File: config.mk
export PLATFORM = sky130hd
export DESIGN_NAME = pc_sequencer
export DESIGN_NICKNAME = d
export VERILOG_FILES = /design/src/rtl/pc_sequencer.sv
export SDC_FILE = /design/constraint.sdc
export NUM_CORES = 1
export LEC_CHECK = 0
export BUFFER_PORTS_ARGS = -buffer_cell sky130_fd_sc_hd__buf_2
export CAP_MARGIN = 20
export CORE_MARGIN = 2
export CORE_UTILIZATION = 44
export CTS_CLUSTER_SIZE = 14
export DETAILED_ROUTE_END_ITERATION = 8
export PLACE_DENSITY = 0.8
export SYNTH_ARGS = -nofsm -noshare
export SYNTH_HDL_FRONTEND = slang
export SYNTH_SLANG_ARGS = --single-unit
File: constraint.sdc
create_clock -name i_clk -period 2.2 [get_ports i_clk]
set_input_delay 0.44 -clock i_clk [delete_from_list [all_inputs] [get_ports i_clk]]
set_output_delay 0.44 -clock i_clk [all_outputs]
set_load 0.02 [all_outputs]
File: src/rtl/pc_sequencer.sv
// pc_sequencer: multi-cycle fetch/execute controller for the 16-bit program counter.
// Drives PC reset/load/increment pulses, runs the instruction fetch handshake with
// a timeout, captures the instruction register and counts retired instructions.
// Optional halt-loop detection is compiled in with `define PC_SEQ_HALT_DETECT_EN.
module pc_sequencer #(
  parameter int unsigned DATA_W  = 16,
  parameter int unsigned TIMEOUT = 15,
  parameter int unsigned COUNT_W = 16
) (
  input  logic               i_clk,
  input  logic               i_reset,
  input  logic               i_start,
  input  logic               i_stop,
  input  logic               i_mem_ack,
  input  logic [DATA_W-1:0]  i_instr_in,
  input  logic [DATA_W-1:0]  i_a_reg,
  input  logic [DATA_W-1:0]  i_pc_value,
  input  logic               i_zr,
  input  logic               i_ng,
  output logic               o_mem_req,
  output logic               o_pc_reset,
  output logic               o_pc_load,
  output logic               o_pc_inc,
  output logic [DATA_W-1:0]  o_pc_d_in,
  output logic [DATA_W-1:0]  o_ir,
  output logic               o_busy,
  output logic               o_fetch_err,
  output logic               o_halted,
  output logic [COUNT_W-1:0] o_instr_count
);

  localparam int unsigned TCNT_W = 8;

`ifdef PC_SEQ_HALT_DETECT_EN
  typedef enum logic [2:0] {S_INIT, S_IDLE, S_FETCH, S_EXEC, S_HALT} state_t;
`else
  typedef enum logic [1:0] {S_INIT, S_IDLE, S_FETCH, S_EXEC} state_t;
`endif

  state_t              r_state;
  state_t              w_next;
  logic [DATA_W-1:0]   r_ir;
  logic [COUNT_W-1:0]  r_count;
  logic [TCNT_W-1:0]   r_tcnt;
  logic                r_ferr;

  logic w_mem_req, w_pc_reset, w_pc_load, w_pc_inc, w_busy;
  logic w_ack_take, w_timeout, w_retire, w_start_take, w_tcnt_inc;
  logic w_jump;

  // Jump condition from instruction bits and ALU flags (C-instructions only).
  assign w_jump = r_ir[15] & ((r_ir[2] & i_ng) | (r_ir[1] & i_zr) | (r_ir[0] & ~i_ng & ~i_zr));

`ifdef PC_SEQ_HALT_DETECT_EN
  logic r_halted;
  logic w_halt_set;
  logic w_self;
  assign w_self = (i_a_reg == i_pc_value);
`else
  logic w_unused_pc;
  assign w_unused_pc = ^i_pc_value;
`endif

  // Next-state and pulse/strobe decode; reset forces INIT with all outputs low.
  always_comb begin
    w_next       = r_state;
    w_mem_req    = 1'b0;
    w_pc_reset   = 1'b0;
    w_pc_load    = 1'b0;
    w_pc_inc     = 1'b0;
    w_busy       = 1'b0;
    w_ack_take   = 1'b0;
    w_timeout    = 1'b0;
    w_retire     = 1'b0;
    w_start_take = 1'b0;
    w_tcnt_inc   = 1'b0;
`ifdef PC_SEQ_HALT_DETECT_EN
    w_halt_set   = 1'b0;
`endif
    case (r_state)
      S_INIT: begin
        w_pc_reset = 1'b1;
        w_next     = S_IDLE;
      end
      S_IDLE: begin
        if (i_start) begin
          w_start_take = 1'b1;
          w_next       = S_FETCH;
        end
      end
      S_FETCH: begin
        w_mem_req = 1'b1;
        w_busy    = 1'b1;
        if (i_mem_ack) begin
          w_ack_take = 1'b1;
          w_next     = S_EXEC;
        end else if (r_tcnt == TCNT_W'(TIMEOUT - 1)) begin
          w_timeout = 1'b1;
          w_next    = S_IDLE;
        end else begin
          w_tcnt_inc = 1'b1;
        end
      end
      S_EXEC: begin
        w_busy   = 1'b1;
        w_retire = 1'b1;
        w_pc_load = w_jump;
        w_pc_inc  = ~w_jump;
`ifdef PC_SEQ_HALT_DETECT_EN
        if (w_jump && w_self) begin
          w_halt_set = 1'b1;
          w_next     = S_HALT;
        end else
`endif
        if (i_stop) w_next = S_IDLE;
        else        w_next = S_FETCH;
      end
`ifdef PC_SEQ_HALT_DETECT_EN
      S_HALT: begin
        if (i_start) begin
          w_start_take = 1'b1;
          w_next       = S_FETCH;
        end
      end
`endif
      default: w_next = S_INIT;
    endcase
    if (i_reset) begin
      w_next     = S_INIT;
      w_mem_req  = 1'b0;
      w_pc_reset = 1'b0;
      w_pc_load  = 1'b0;
      w_pc_inc   = 1'b0;
      w_busy     = 1'b0;
    end
  end

  // State, instruction register, counters and sticky flags.
  always_ff @(posedge i_clk) begin
    if (i_reset) begin
      r_state <= S_INIT;
      r_ir    <= '0;
      r_count <= '0;
      r_tcnt  <= '0;
      r_ferr  <= 1'b0;
    end else begin
      r_state <= w_next;
      if (w_ack_take)   r_ir    <= i_instr_in;
      if (w_retire)     r_count <= r_count + COUNT_W'(1);
      if (w_tcnt_inc)   r_tcnt  <= r_tcnt + TCNT_W'(1);
      else              r_tcnt  <= '0;
      if (w_timeout)    r_ferr  <= 1'b1;
      else if (w_start_take) r_ferr <= 1'b0;
    end
  end

`ifdef PC_SEQ_HALT_DETECT_EN
  // Halt-loop flag: set on jump-to-self, cleared by reset or resume.
  always_ff @(posedge i_clk) begin
    if (i_reset)           r_halted <= 1'b0;
    else if (w_halt_set)   r_halted <= 1'b1;
    else if (w_start_take) r_halted <= 1'b0;
  end
  assign o_halted = r_halted;
`else
  assign o_halted = 1'b0;
`endif

  assign o_mem_req     = w_mem_req;
  assign o_pc_reset    = w_pc_reset;
  assign o_pc_load     = w_pc_load;
  assign o_pc_inc      = w_pc_inc;
  assign o_pc_d_in     = w_pc_load ? i_a_reg : '0;
  assign o_busy        = w_busy;
  assign o_ir          = r_ir;
  assign o_fetch_err   = r_ferr;
  assign o_instr_count = r_count;

endmodule

==> flow_metrics.tcl, run 1 <==
set metrics [dict create \
    status "finished clean" \
    drt_first_pass_iters 4 \
    critPathArrivalTime_ps 1590 \
    synth_mux_area_share_pct 0 \
    slowest_delay_ps 330 \
    whs_ps 387.2 \
    final_antenna_net_count 0 \
    synth_top_cell_area_share_pct 44.33 \
    detail_route.vias_per_cell 5.000 \
    die_h_um 70.43 \
    grt-ovfl-total 0 \
    cts_sinks 43 \
    instances_no_fill 382 \
    drc_errors 0 \
    syn_avg_cell_area_um2 8.058 \
    crit_fanout 17 \
    yosys.cell_types.count 34 \
    dp_hpwl_um 3391 \
    critPathKind "reg2out" \
    fmax_mhz 493.2 \
    rsz0062_at_grt "false" \
    multi_input_area_um2 1017 \
    design.core.area_um2 4294 \
    initial_core_util_pct 45.22 \
    clockBufferDepth 2 \
    netlist_area_um2 1942 \
    end_kind "output pin" \
    drt_iter0_markers 56 \
    wl_um 4612 \
    synth_compound_area_share_pct 10.12 \
    fin_tns_setup_ps 0 \
    fin_worst_skew_ps 1.512 \
    rows 24 \
    io_pins 110 \
    die_area_um2 4960 \
    critPathRequiredTime_ps 1760 \
    place_congestion 0.7966 \
    pre_cts_ws_ps 106.7 \
    postCtsSetupBuffers 0 \
    grt_pass1_wl_um 7810 \
    hold_class "in2reg" \
    yosys.area.top_type "dfxtp_1" \
    cts_tree "done" \
    grt_antenna_before_repair 0 \
    synthSimpleGateAreaFrac_pct 32.67 \
    powerDensity_nw_per_um2 558.6 \
    grtUsageMet1_pct 23.28 \
    wl_per_cell_um 12.07 \
    cts_max_level 2 \
    antenna_cells 0 \
    p_leak_nw 1.140 \
    fin_area_um2 2521 \
    clk_latency_ps 280 \
    max_cap_viol_count 0 \
    busiest_layer "met2" \
    post-route-min-period_ps 2027 \
    via_count 1910 \
    synthTopCellsByArea "dfxtp_1 (44%), nand2_1 (8.5%), a21oi_1 (6.7%)" \
    syn2layout_area_growth_pct 29.83 \
    drv_slew 0 \
    gr-usage-met3_pct 3.463 \
    peakVddDrop_mv 0.3538 \
    seqCellArea_um2 860.8 \
    fin_crit_sh_pct 92.16 \
    nNetsFinal 387 \
    synth_top_family_by_area "simple AND/OR/NAND/NOR gates" \
    synthAdderAreaFrac_pct 1.933 \
    syn-num-nets 299 \
    grt_pass1_vias 1788 \
    cts-buffers-inserted 5 \
    total_power_mw 1.408 \
    portBuffers 92 \
    cts.clk_slew.worst_paths_ps 80 \
    drive_above_1_share_pct 33.03 \
    yosysSeqAreaShare_pct 44.33 \
    synth-xor-area-share_pct 7.216 \
    nFillCells 419 \
    final_util_pct 58.71 \
    synth-seq-cells 43 \
    grt_max_degree 41 \
    clockRootBuffer "clkbuf_8" \
    grtUsageMet2_pct 34.38 \
    grt_usage_pct 19.18 \
    die-width_um 70.43 \
    crit_path_cell_trace "nor3b_1 > a221o_1 > and3_4 > and2_1 > buf_2" \
    setup_ws_ps 172.5 \
    dpl_cell_area_um2 2432 \
    ys_warn_count 0 \
    syn_inst 241 \
    ctsHoldBuffers 0 \
    dp_cells 374 \
    final-setup-viol-count 0 \
    slowest_stage "dfxtp_1" \
    slew_headroom_pct 56.29 \
    worstSetupStartpointType "flip-flop" \
    worstMarginPinSlew_ps 653.6 \
    hold_viol_final 0 \
]
[placed cells by master (no fill, tap or decap), drive strengths merged, types with 5 or more instances in the layout]
cell type,Yosys,final
nand4,7,7
a21oi,26,26
nor2,22,22
o21ai,5,5
nand3,8,8
clkbuf,12,5
nand2,44,44
xnor2,7,7
nor3,5,5
and2,17,17
xor2,9,9
buf,2,95
dfxtp,43,43
[worst max-delay path, delay by kind of cell (launching register included)]
family / cells / cell delay [ps]
buf+inv: 1 / 150
compound gates: 1 / 280
simple gates: 3 / 530
flops: 1 / 330
[logic make-up after synthesis]
family,count (synthesis)
buffers and inverters,17
DFF,43
adders and majority gates,3
AOI/OAI and AO/OA,36
other,1
xor gates and xnor gates,16
and+or+nand+nor,125
[cells in the mapped netlist, drive strengths merged]
master	n
nand2	44
dfxtp	43
a21oi	26
nor2	22
and2	17
clkbuf	12
xor2	9
nand3	8
nand4	7
xnor2	7
nor3	5
o21ai	5
nor3b	4
or3	4
and3	3
ha	3
inv	3
nor4	3
buf	2
o31ai	2
or2	2
or4	2
a211oi	1
a221o	1
and3b	1
conb	1
nand3b	1
nand4b	1
nor2b	1
o41ai	1
[flip-flops by register name (all words and copies together), names as in the netlist]
| signal | count |
|---|---|
| o_fetch_err | 1 |
| o_instr_count | 16 |
| o_ir | 16 |
| r_state | 2 |
| r_tcnt | 8 |
[cell type report]
class	count	share of cell area, %
multi-input cells	181	40.35
well taps	52	2.581
inverters	3	0.4466
clock inverters	3	0.5955
flip-flops and latches	43	34.14
clock buffers	5	2.730
repair buffers	95	19.16
[worst paths after layout]
path	startpoint	endpoint	slack, ps	cells past startpoint
setup reg to reg	o_instr_count[0]	o_instr_count[12]	480	5
hold / removal	i_instr_in[11]	o_ir[11]	390	3
hold reg to reg	o_ir[11]	o_ir[11]	450	2
setup / recovery	o_ir[0]	o_pc_d_in[3]	170	5
[power breakdown]
group,internal [mW],switching [mW],total (mW)
sequential,0.791,0.00888,0.800
combinational,0.0568,0.0809,0.138
clock,0.217,0.253,0.471
total,1.07,0.343,1.41
[metal layers]
layer  routed length (µm)  up-vias
met1                 2040      883
met2                 2356       38
met3                  172        2
met5                    0        -
li1                     -      987
met4                   42        0
[what timing repair did]
action                     CTS  global route
setup endpoints to repair    1            16
hold endpoints to repair     0             0
gates cloned                 0             0
resized for setup            1             1
Note: power is estimated with default switching activity, not from simulation.
==> inputs of run 2 (changes only) <==
==> constraint.sdc (replaced) <==
create_clock -name i_clk -period 2.2 [get_ports i_clk]
set_input_delay 0.44 -clock i_clk [delete_from_list [all_inputs] [get_ports i_clk]]
set_output_delay 0.44 -clock i_clk [all_outputs]
set_load 0.005 [all_outputs]
==> run 2 against run 1 <==
Against the previous run: worst hold slack lost 3.1 ps; flip-flop and latch count did not move; count of clock-buffer cells in the layout grew 1; global-route usage fell by 0.87 points; worst setup slack got worse by 37 ps; sequential power is essentially flat; wire length fell by 0.78%; clock power grew 51%; final area is 1.8% higher; utilization increased by 1.0 points; maximum frequency decreased by 1.8%; power grew 16%; largest power group unchanged.
==> flow_metrics.tcl, run 2 (synthesized netlist as in run 1, its figures left out) <==
set metrics [dict create \
    critPathKind "reg2out" \
    power_switching_mw 0.3315 \
    seq_power_share_pct 49.0 \
    fmax_mhz 484.4 \
    crit_fanout 17 \
    clockBufferDepth 2 \
    grt_pass1_wl_um 7479 \
    worstMarginPinSlew_ps 627.9 \
    grt-ovfl-total 0 \
    dp_hpwl_um 3326 \
    layout_common_cells "buf_2 (92), nand2_1 (44), dfxtp_1 (43)" \
    fin_crit_sh_pct 93.84 \
    clk_latency_ps 290 \
    p_int_mw 1.301 \
    design.core.area_um2 4294 \
    drt_iter0_markers 88 \
    whs_ps 384.1 \
    switching_share_pct 20.31 \
    io_pins 110 \
    portBuffers 92 \
    p_comb_share_pct 7.3 \
    clockRootBuffer "clkbuf_8" \
    p_leak_nw 1.159 \
    wl_um 4576 \
    instances_no_fill 382 \
    initial_core_util_pct 45.22 \
    final_antenna_net_count 0 \
    hold_viol_final 0 \
    slowest_delay_ps 330 \
    grt_usage_pct 18.31 \
    post-route-min-period_ps 2064 \
    grt_pass1_vias 1752 \
    critPathArrivalTime_ps 1620 \
    peakVddDrop_mv 0.5201 \
    setup_ws_ps 135.6 \
    cts.clk_slew.worst_paths_ps 80 \
    rows 24 \
    wl_per_cell_um 11.98 \
    grt_max_degree 41 \
    critical-path-top-delay-family "simple AND/OR/NAND/NOR gates" \
    fin_worst_skew_ps 7.208 \
    fin_tns_setup_ps 0 \
    detail_route.vias_per_cell 5.013 \
    grt_antenna_before_repair 0 \
    slew_headroom_pct 58.01 \
    cts_sinks 43 \
    drive_above_1_share_pct 32.73 \
    drc_errors 0 \
    via_count 1915 \
    powerDensity_nw_per_um2 636.2 \
    status "finished clean" \
    crit_path_cell_trace "nor3b_1 > a221o_1 > and3_2 > and2_1 > buf_2" \
    path_buf_inv 1 \
    die_h_um 70.43 \
    max_cap_viol_count 0 \
    final_common_cell "buf_2" \
    cts_tree "done" \
    rsz0062_at_grt "false" \
    die-width_um 70.43 \
    cts_max_level 2 \
    place_congestion 0.7943 \
    clockPowerShare_pct 43.7 \
    pre_cts_ws_ps 159.1 \
    slowest_stage "dfxtp_1" \
    worstSetupStartpointType "flip-flop" \
    cts-buffers-inserted 5 \
    ctsHoldBuffers 0 \
    final_util_pct 59.76 \
    end_kind "output pin" \
    nNetsFinal 387 \
    dp_cells 374 \
    die_area_um2 4960 \
    antenna_cells 0 \
    postCtsSetupBuffers 0 \
    final-setup-viol-count 0 \
    syn2layout_area_growth_pct 32.15 \
    critPathRequiredTime_ps 1760 \
    hold_class "in2reg" \
    drv_slew 0 \
    drt_first_pass_iters 4 \
]
==> run 2: worst min-delay path, delay by kind of cell <==
| family | cells | cell delay (ps) |
|---|---|---|
| buf+inv | 1 | 90 |
| simple gates | 1 | 40 |
| compound gates | 1 | 50 |
==> run 2: per-stage QoR <==
step / total power, mW / cell area [µm²]
after global routing: 1.699 / 2566
final: 1.633 / 2566
after detailed placement: 0.9384 / 2432
after floorplan: 0.8787 / 1942
after CTS: 1.656 / 2565
after global placement: 0.9366 / 2432
==> run 2: final timing paths <==
path,from,endpoint,slack [ps],depth (start not counted)
worst max-delay path,o_ir[0],o_pc_d_in[3],140,5
worst max register to register,r_state[0],o_instr_count[15],470,5
worst min-delay path,i_instr_in[6],o_ir[6],380,3
worst min register to register,o_ir[13],o_ir[13],450,2
==> run 2: area by class of cell <==
type / count / area [µm²]
Clock buffer: 6 / 72.57
Multi-Input combinational cell: 181 / 1013
Fill cell: 400 / 1728
Inverter: 3 / 11.26
Clock inverter: 2 / 60.06
Sequential cell: 43 / 860.8
Tap cell: 52 / 65.06
Timing Repair Buffer: 95 / 483.0
==> run 2: power groups by stage <==
stage	combinational [mW]	clock, mW	sequential (mW)
finish	0.120	0.713	0.800
global route	0.135	0.763	0.801
CTS	0.121	0.735	0.800
detailed placement	0.121	0	0.818
global placement	0.119	0	0.818
floorplan	0.0599	0	0.819
==> run 2: repair_timing <==
action	in CTS	in global routing
setup endpoints to repair	0	16
endpoints found under the hold margin	0	0
gates resized for setup	0	1
==> run 2: metal layers <==
| layer | vias to the layer above | GRT usage (%) | share of wire [%] |
|---|---|---|---|
| met4 | 0 | 6.410 | 0.83 |
| met1 | 889 | 22.86 | 47 |
| met3 | 2 | 3.896 | 3.5 |
| li1 | 982 | - | - |
| met5 | - | 0 | 0 |
| met2 | 42 | 31.03 | 49 |
==> inputs of run 3 (changes only) <==
--- a/config.mk
+++ b/config.mk
@@ -12,6 +12,7 @@
 export CTS_CLUSTER_SIZE = 14
 export DETAILED_ROUTE_END_ITERATION = 8
 export PLACE_DENSITY = 0.8
+export SETUP_SLACK_MARGIN = 0.5
 export SYNTH_ARGS = -nofsm -noshare
 export SYNTH_HDL_FRONTEND = slang
 export SYNTH_SLANG_ARGS = --single-unit
==> run 3 against run 2 <==
Against the previous run: clock skew shrank 0.56 ps; via count grew 1.8%; worst hold slack lost 4.4 ps; sequential share of layout area is 1.2 points lower; global-route usage increased by 0.35 points; largest power group unchanged.
==> flow_metrics.tcl, run 3 (synthesized netlist as in run 1, its figures left out) <==
set metrics [dict create \
    critPathKind "reg2out" \
    end_kind "output pin" \
    grt_max_degree 41 \
    rsz0062_at_grt "true" \
    dp_hpwl_um 3237 \
    cts_tree "done" \
    nFillCells 379 \
    peakVddDrop_mv 0.4534 \
    fin_worst_skew_ps 6.647 \
    final_antenna_net_count 0 \
    setup_ws_ps 135.1 \
    crit_path_cell_trace "nor3b_1 > a221o_1 > and3_4 > buf_12 > and2_1 > buf_2" \
    portBuffers 92 \
    antenna_cells 0 \
    pre_cts_ws_ps 239.9 \
    wl_per_cell_um 11.74 \
    worstSetupStartpointType "flip-flop" \
    die_h_um 70.43 \
    syn2layout_area_growth_pct 38.66 \
    final-setup-viol-count 0 \
    clockRootBuffer "clkbuf_8" \
    cts-buffers-inserted 5 \
    crit_fanout 17 \
    status "finished clean" \
    critPathArrivalTime_ps 1620 \
    via_count 1949 \
    hold_class "in2reg" \
    fin_crit_sh_pct 93.86 \
    layout_common_cells "buf_2 (92), nand2_1 (44), dfxtp_1 (36)" \
    grt_usage_pct 18.66 \
    post-route-min-period_ps 2065 \
    grt_antenna_before_repair 0 \
    clk_latency_ps 290 \
    slew_headroom_pct 57.72 \
    slowest_stage "dfxtp_2" \
    slowest_delay_ps 320 \
    clockBufferDepth 2 \
    drt_first_pass_iters 4 \
    cts.clk_slew.worst_paths_ps 80 \
    initial_core_util_pct 45.22 \
    cts_max_level 2 \
    place_congestion 0.7874 \
    fin_tns_setup_ps 0 \
    grt_pass1_vias 1749 \
    fmax_mhz 484.3 \
    max_cap_viol_count 0 \
    p_leak_nw 1.207 \
    drv_slew 0 \
    detail_route.vias_per_cell 5.010 \
    drc_errors 0 \
    design.core.area_um2 4294 \
    io_pins 110 \
    die_area_um2 4960 \
    drive_above_1_share_pct 40.36 \
    wl_um 4567 \
    rows 24 \
    grt-ovfl-total 0 \
    worstMarginPinSlew_ps 632.4 \
    critPathRequiredTime_ps 1760 \
    hold_viol_final 0 \
    final_common_cell "buf_2" \
    die-width_um 70.43 \
    nNetsFinal 395 \
    powerDensity_nw_per_um2 570.6 \
    cts_sinks 43 \
    drt_iter0_markers 99 \
    grt_pass1_wl_um 7555 \
]
-- run 3: cell types whose count changed in the layout (fill, tap and decap cells not counted), moves of 4 or more --
| cell | before | now |
|---|---|---|
| and2_1 | 17 | 8 |
| and2_4 | 0 | 9 |
| buf_4 | 3 | 7 |
| dfxtp_1 | 43 | 36 |
| dfxtp_2 | 0 | 7 |
-- run 3: worst paths after layout --
kind                    start                 to  slack (ps)  cells past startpoint
min reg2reg           o_ir[9]            o_ir[9]         460                      2
max reg2reg  o_instr_count[8]  o_instr_count[15]         580                      4
max                   o_ir[0]      o_pc_d_in[15]         140                      6
min             i_instr_in[0]            o_ir[0]         380                      3
-- run 3: timing repair --
| item | in CTS | in global routing |
|---|---|---|
| hold buffers | 0 | 0 |
| buffers inserted | 2 | 5 |
| pin swaps | 2 | 3 |
| endpoints found under the hold margin | 0 | 0 |
| gates resized for setup | 3 | 12 |
| endpoints found under the setup margin | 18 | 25 |
-- run 3: through the flow --
| step | instances | total power [mW] | hold WS [ps] | area [µm²] | utilization [%] |
|---|---|---|---|---|---|
| finish | 389 | 1.536 | 379.7 | 2693 | 62.70 |
| global route | 389 | 1.603 | 378.6 | 2693 | 62.70 |
| CTS | 384 | 1.537 | 368.0 | 2608 | 60.72 |
| detailed placement | 375 | 0.9390 | 444.5 | 2475 | 57.63 |
| global placement | 375 | 0.9367 | 439.6 | 2475 | 57.63 |
| floorplan | 241 | 0.8786 | 437.1 | 1976 | - |
-- run 3: area by class of cell --
class	instances	area (µm²)	area share [%]
repair buffers	103	575.6	21.38
clock inverters	2	37.54	1.394
multi-input cells	181	1065	39.54
clock buffers	5	68.82	2.556
inverters	3	11.26	0.4182
flip-flops and latches	43	869.6	32.30
well taps	52	65.06	2.416
-- run 3: worst max-delay path, delay by kind of cell (launching register included) --
family | cells | cell delay (ps)
simple gates | 3 | 460
compound gates | 1 | 290
flops | 1 | 320
buf+inv | 2 | 270
-- run 3: power breakdown --
part | switching [mW] | internal (mW)
clock | 0.260 | 0.332
combinational | 0.0697 | 0.0743
sequential | 0.00913 | 0.792
-- run 3: per-layer routing --
metal	global-route usage [%]	share of wire (%)	up-vias	routed length, µm
met1	20.93	42	891	1897
met2	34.17	52	57	2384
met4	5.128	0.53	0	24
met3	5.195	5.7	2	260
li1	-	-	999	-
met5	0	0	-	0
